$ cat src/rtl/chan_en_gen_pkg.sv
// Package chan_en_pkg: shared types and helpers for the chan_en_gen slice.
//   div_t       : divide-ratio type at the default width DIV_W (modules use
//                 their own CW parameter for the actual datapath width)
//   chan_cfg_t  : one channel's programmable configuration (ratio + phase mode)
//   chan_idx_valid(idx, nch) : 1 when idx addresses an existing channel
package chan_en_pkg;

  localparam int DIV_W = 8;

  typedef logic [DIV_W-1:0] div_t;

  typedef struct packed {
    div_t div;
    logic inv;
  } chan_cfg_t;

  function automatic logic chan_idx_valid(input logic [31:0] idx, input logic [31:0] nch);
    return idx < nch;
  endfunction

endpackage

$ cat src/rtl/chan_en_gen_ctr.sv
// chan_en_ctr: one channel of the enable generator (counter, shadow config,
// pulse and phase outputs).
//   clk, rst  : clock, synchronous active-high reset
//   on        : channel run enable
//   sync      : realign request (tied low when the sync feature is absent)
//   wr        : shadow write strobe (already qualified by the top)
//   wr_div    : new divide ratio D, period D+1 cycles
//   wr_inv    : 1 = pulse at mid-period (cnt == D>>1)
//   pend      : shadow holds a config not yet applied
//   en        : registered one-cycle enable pulse
//   phase     : registered level, toggles with every en pulse
module chan_en_ctr
  import chan_en_pkg::*;
#(
  parameter int CW      = 8,
  parameter int DIV_RST = 0
) (
  input  logic          clk,
  input  logic          rst,
  input  logic          on,
  input  logic          sync,
  input  logic          wr,
  input  logic [CW-1:0] wr_div,
  input  logic          wr_inv,
  output logic          pend,
  output logic          en,
  output logic          phase
);

  logic [CW-1:0] cnt_reg, div_reg, sdiv_reg;
  logic          inv_reg, sinv_reg, pend_reg, en_reg, phase_reg;

  logic [CW-1:0] match;
  logic          hit, wrap, restart, apply;

  always_comb begin
    match   = inv_reg ? (div_reg >> 1) : div_reg;
    hit     = (cnt_reg == match);
    wrap    = (cnt_reg == div_reg);
    // Off or realigned: the count restarts from 0, so the shadow can land now.
    restart = !on || sync;
    apply   = pend_reg && (restart || wrap);
  end

  always_ff @(posedge clk) begin
    if (rst) begin
      cnt_reg   <= '0;
      div_reg   <= CW'(DIV_RST);
      inv_reg   <= 1'b0;
      sdiv_reg  <= '0;
      sinv_reg  <= 1'b0;
      pend_reg  <= 1'b0;
      en_reg    <= 1'b0;
      phase_reg <= 1'b0;
    end else begin
      if (restart) begin
        cnt_reg   <= '0;
        en_reg    <= 1'b0;
        phase_reg <= 1'b0;
      end else begin
        // Pulse decision uses the ratio in force this period, even if the
        // shadow is loaded on this same wrap.
        en_reg    <= hit;
        phase_reg <= phase_reg ^ hit;
        cnt_reg   <= wrap ? '0 : cnt_reg + 1'b1;
      end
      if (apply) begin
        div_reg  <= sdiv_reg;
        inv_reg  <= sinv_reg;
        pend_reg <= 1'b0;
      end
      // The top only raises wr while pend is low, so this never races apply.
      if (wr) begin
        sdiv_reg <= wr_div;
        sinv_reg <= wr_inv;
        pend_reg <= 1'b1;
      end
    end
  end

  assign pend  = pend_reg;
  assign en    = en_reg;
  assign phase = phase_reg;

endmodule

$ cat src/rtl/chan_en_gen.sv
// chan_en_gen: multi-channel clock-enable generator on one shared clock.
// Each channel pulses en[i] every D+1 cycles and toggles phase[i] with it;
// D and the mid-period option are programmed through a valid/ready port and
// take effect at the channel's next wrap (or next cycle when it is off).
//   clk, rst         : clock, synchronous active-high reset
//   cfg_valid/ready  : config handshake; ready = !pend of the addressed channel,
//                      always 1 for a channel index that does not exist
//   cfg_chan         : target channel
//   cfg_div, cfg_inv : new divide ratio and mid-period pulse select
//   chan_on          : per-channel run enable
//   en, phase        : per-channel registered pulse and phase level
//   sync             : only when CHAN_EN_GEN_SYNC_EN is defined; realigns all
//                      running channels (count to 0, en low, phase cleared)
module chan_en_gen
  import chan_en_pkg::*;
#(
  parameter  int NCH     = 2,
  parameter  int CW      = 8,
  parameter  int DIV_RST = 0,
  localparam int CHW     = (NCH > 1) ? $clog2(NCH) : 1
) (
  input  logic           clk,
  input  logic           rst,
  input  logic           cfg_valid,
  output logic           cfg_ready,
  input  logic [CHW-1:0] cfg_chan,
  input  logic [CW-1:0]  cfg_div,
  input  logic           cfg_inv,
  input  logic [NCH-1:0] chan_on,
  output logic [NCH-1:0] en,
  output logic [NCH-1:0] phase
`ifdef CHAN_EN_GEN_SYNC_EN
  ,
  input  logic           sync
`endif
);

  logic [NCH-1:0] sel, pend, wr;
  logic           chan_ok, sync_w;

`ifdef CHAN_EN_GEN_SYNC_EN
  assign sync_w = sync;
`else
  assign sync_w = 1'b0;
`endif

  // Out-of-range requests see ready=1 and decode to no channel, so they drop.
  assign chan_ok   = chan_idx_valid(32'(cfg_chan), 32'(NCH));
  assign cfg_ready = !chan_ok || !(|(sel & pend));

  generate
    for (genvar gi = 0; gi < NCH; gi++) begin : g_ch
      assign sel[gi] = (cfg_chan == CHW'(gi));
      assign wr[gi]  = cfg_valid && cfg_ready && chan_ok && sel[gi];

      chan_en_ctr #(
        .CW      (CW),
        .DIV_RST (DIV_RST)
      ) u_ctr (
        .clk    (clk),
        .rst    (rst),
        .on     (chan_on[gi]),
        .sync   (sync_w),
        .wr     (wr[gi]),
        .wr_div (cfg_div),
        .wr_inv (cfg_inv),
        .pend   (pend[gi]),
        .en     (en[gi]),
        .phase  (phase[gi])
      );
    end
  endgenerate

endmodule
$ cat config.mk
export PLATFORM = sky130hd
export DESIGN_NAME = chan_en_gen
export DESIGN_NICKNAME = d
export VERILOG_FILES = /design/src/rtl/chan_en_gen_pkg.sv /design/src/rtl/chan_en_gen_ctr.sv /design/src/rtl/chan_en_gen.sv
export SDC_FILE = /design/constraint.sdc
export NUM_CORES = 1
export LEC_CHECK = 0
export CORE_ASPECT_RATIO = 0.75
export CORE_MARGIN = 5
export CORE_UTILIZATION = 25
export CTS_CLUSTER_SIZE = 20
export DETAILED_ROUTE_END_ITERATION = 8
export MAX_ROUTING_LAYER = met4
export PLACE_DENSITY_LB_ADDON = 0.2
export RECOVER_POWER = 50
export SLEW_MARGIN = 0
export SYNTH_ARGS = -nofsm -noshare
export SYNTH_HDL_FRONTEND = slang
export SYNTH_SLANG_ARGS = --single-unit
$ cat constraint.sdc
create_clock -name clk -period 2.3 [get_ports clk]
set_clock_uncertainty 0.05 [all_clocks]
set_input_delay 0.46 -clock clk [delete_from_list [all_inputs] [get_ports clk]]
set_output_delay 0.46 -clock clk [all_outputs]
set_load 0.1 [all_outputs]
Yosys cells after proc, flatten, opt, wreduce, memory -nomap -nowiden --
Index checks and enable logic that the tools add are counted.
Storage, ports and cells: register bits after elaboration 58, bits of input ports 15, output and inout bits 5, logic and storage cells 51
Cells by class: eq/ne operators 4, reduce and logical (&&, ||, !) cells 17, multiplexer cells 6, add/subtract/negate cells 2, bitwise operators 6
Operators by type and width (count):
- $eq A8 B8 Y1 | 4
- $add A8 B1 Y8 const B | 2
- $mux W8 | 2
- $reduce_or A2 Y1 | 3
- $reduce_or A3 Y1 | 2
- $logic_and A1 B1 Y1 | 5
- $mux W1 | 4
- $reduce_bool A2 Y1 | 2
- $logic_not A1 Y1 | 3
- $not A1 Y1 | 3
- $and A2 B2 Y2 | 1
- $logic_or A1 B1 Y1 | 2
- $xor A1 B1 Y1 | 2

Logic depth before layout (Yosys ltp) --
depth in word-level cells 7, gate-level depth with buffers 7, mapped depth without buffers 5

Modules after synthesis --
Synthesis repeated with hierarchy kept, for this count alone.
Unflattened totals: cells, all modules 298, area total of the unflattened synthesis 2912.8 sq um
Modules (own cells, without submodules):
- chan_en_ctr | times used 2, area an instance 1441.4 sq um, sequential area each 580.6 sq um, cells an instance 147
- chan_en_gen | times used 1, area an instance 30.0 sq um, sequential area each 0.0 sq um, cells an instance 4

Worst setup path after synthesis --
Ideal clock, no wire load.
path kind input to output, start input cfg_chan, end output cfg_ready, required time 1790 ps, arrival time 2041 ps, buffers on the path 0, cell stages on the path 1, slack -251 ps, cell sequence mux2i_1
On the way: word-level cells in the longest chain between the ends 4
Ends and longest elaborated chain:
- start: declaration | line chan_en_gen.sv:26 | input logic [CHW-1:0] cfg_chan,
- $not A1 Y1 | line chan_en_gen.sv:53 | assign sel[gi] = (cfg_chan == CHW'(gi));
- $and A2 B2 Y2 (*) | line chan_en_gen.sv:49 | assign cfg_ready = !chan_ok || !(|(sel & pend));
- $reduce_or A2 Y1 (*) | line chan_en_gen.sv:49
- $logic_not A1 Y1 (*) | line chan_en_gen.sv:49
- end: declaration | line chan_en_gen.sv:25 | output logic cfg_ready,
Mark *: on every way between the ends. The rest lies on a longest branch, timed or not.

Worst setup path after layout --
Ends and elaborated chain as after synthesis.

==> results.md <==
* Status: finished clean
* Total chip power at 2.52 mW
* LEAKAGE at 1.29 nW
* Yosys top cell area share at 40.1%
* Fillers at 1230
* Final worst-path cycle share at 90.1%
* R2R setup slack at 0.35 ns
* GRT Util Overall at 9.60%
* Post-synth EDFFs at 0
* Clock sinks at 58
* CTS Buf Count at 9
* Syn_area_per_cell at 9.50 um2
* Slowest cell delay on critical path at 0.61 ns
* Worst-path clk slew at 0.05 ns
* Syn. warnings at 0
* Synthesized area at 2900 um2
* Number of buffer cells added on primary ports at 19
* DR WL met2 at 1.97 mm
* Final setup violation count at 0
* FMAX at 0.482 GHz
* Avg WL per Cell at 12.3 um
* Top_reg_cell synth: dfxtp_1
* ANT nets after route at 0
* Area delta synth->final at 19.4%
* Tightest hold margin at 0.422 ns
* CP cell instances: dlygate4sd3_1 > mux2i_2 > buf_12
* CTS resizes at 0
* Final wirelength at 5.76 mm
* Vias in the first global route at 1927
* Count of pins over their slew limit at 0
* Final Hold Fails at 0
* First-pass GRT wire length at 10.0 mm
* RePlAce Congestion at 0.803
* Die Y at 103 um
* Dominant cell type by area after synthesis: dfxtp_1
* Setup tns final at 0 ns
* Antenna cells at 0
* Register area share after synthesis at 40.1%
* Post-DP HPWL at 4.20 mm
* Register area at 1160 um2
* Max IR drop VDD at 0.325 mV
* Crit Path Category: input pin to output pin
* First drt pass iteration count at 4
* Initial antenna violation count at 0
* Yosys reg bits at 58
* Worst slew margin at 22.8%
* Critical-path top delay cell: dlygate4sd3_1
* Final core utilization at 30.1%
* Mapped Cells at 305
* Later-pin clock latency in the skew report at 0.32 ns
* Pin count of the biggest net entering global routing at 57
* Max H-tree Level at 3
* Core Region at 11500 um2
* Area contributors post-synth: dfxtp_1 40%, mux2i_1 16%, nand2b_1 9.7%
* Nets at 336
* Async set-reset flop share out of synthesis at 0%
* Die width at 134 um
* Die area at 13900 um2
* Share of cells above drive strength 1 at 9.57%
* CP max FO at 3
* Worst-Margin Slew at 1.16 ns
* Post-CTS Setup Inserts at 0
* DR vias/cell at 4.25
* CP endpoint kind: output pin
* FP Rows at 34
* Multi-input gate area at 1580 um2
* Syn nets at 322
* Met3 wire length at 396 um
* Initial core utilization at 25.2%
* Startpoint types: input pin
* DRC at 0
* Pre-CTS WS at 0.290 ns
* Worst min path class: flop to flop
* I/O pin cnt at 20
* Crit path arrival time at 1.56 ns
* Remaining Overflow, GRT at 0
* Routed length on met1 at 3.35 mm
* Tmin final at 2.07 ns
* Power Density at 728 nW/um2
* First DRT Iteration DRCs at 97
* CTS tree: done
* Root Driver: clkbuf_16
* Min setup slack post-route at 0.227 ns
* Via count at 1987
* Top Layer Used: met4
* Distinct cell type count after synthesis at 40
* Unrepaired setup endpoints after global routing: false
* CTS Buffer Depth at 2
* CP required at 1.79 ns
* Maxcap violations at 0
* Number of hold buffers added after cts at 0
==> layer usage <==
layer  up-vias  track usage [%]
met5         -                -
met4         0             3.05
met3         2             4.16
met2        51             10.9
met1       896             14.4
li1       1038                -
==> report_power, final <==
part,internal (mW),switching [mW]
clock network,0.812,0.430
registers,1.03,0.0182
logic,0.0932,0.131
==> cell families (layout without fill, tap and decap cells) <==
logic type      Yosys count  in the layout  synth area share, %
simple gates            119            119                 22.2
flops                    58             58                 40.1
mux                      46             46                 15.9
xor+xnor                 34             34                 10.3
buf+inv                  30             49                 5.31
compound gates           16             16                 5.36
fa+ha+maj                 2              2                0.864
==> critical path: cells and delay by family <==
family	cells	cell delay (ns)
mux	1	0.29
buf+inv	2	0.82
==> layout make-up <==
| class | instances | area share (%) |
|---|---|---|
| clock inverter | 2 | 0.289 |
| sequential | 58 | 33.6 |
| inverter | 9 | 0.976 |
| multi-input combinational | 217 | 45.6 |
| tap | 144 | 5.21 |
| clock buffer | 14 | 7.92 |
| timing repair buffer | 24 | 6.40 |
==> synth_stat cells, types with 2 or more instances <==
master and n:
xnor2_1 19, nor2_1 40, xor2_1 15, nand4_1 3
clkbuf_1 6, a21boi_2 2, or2b_1 3, buf_4 4
nor3_1 2, ha_1 2, inv_1 8, nand2_1 4
nand3_1 8, nor2b_1 3, mux2i_1 45, buf_6 2
dfxtp_1 58, buf_2 9, nor3b_1 2, and3_1 3
a21oi_1 4, nand2b_1 45
==> path summary, 6_finish.rpt <==
check,start,to,cells past startpoint
max reg2reg,g_ch[1].u_ctr.cnt_reg[1]$_SDFF_PP0_,g_ch[1].u_ctr.div_reg[5]$_SDFFE_PP0P_,6
max,cfg_chan,cfg_ready,3
min,g_ch[1].u_ctr.sdiv_reg[4]$_SDFFE_PP0P_,g_ch[1].u_ctr.div_reg[4]$_SDFFE_PP0P_,2
min reg2reg,g_ch[1].u_ctr.sdiv_reg[4]$_SDFFE_PP0P_,g_ch[1].u_ctr.div_reg[4]$_SDFFE_PP0P_,2
==> cells in the final DEF (no fill, tap or decap), types with 4 or more instances in the layout <==
| master | count |
|---|---|
| nand3_1 | 8 |
| nand2b_1 | 45 |
| nand2_1 | 4 |
| dfxtp_1 | 58 |
| clkbuf_1 | 5 |
| xnor2_1 | 19 |
| inv_1 | 8 |
| nand4_1 | 4 |
| mux2i_1 | 44 |
| a21oi_1 | 4 |
| clkdlybuf4s50_1 | 13 |
| nor2_1 | 40 |
| xor2_1 | 15 |
| clkbuf_16 | 9 |
==> metrics by stage <==
| step | instances | instance area [um2] |
|---|---|---|
| after global routing | 468 | 3460 |
| after detailed placement | 452 | 3210 |
| after global placement | 452 | 3210 |
| final | 468 | 3460 |
| after floorplan | 305 | 2900 |
| after CTS | 468 | 3490 |
Note: power is estimated with default switching activity, not from simulation.
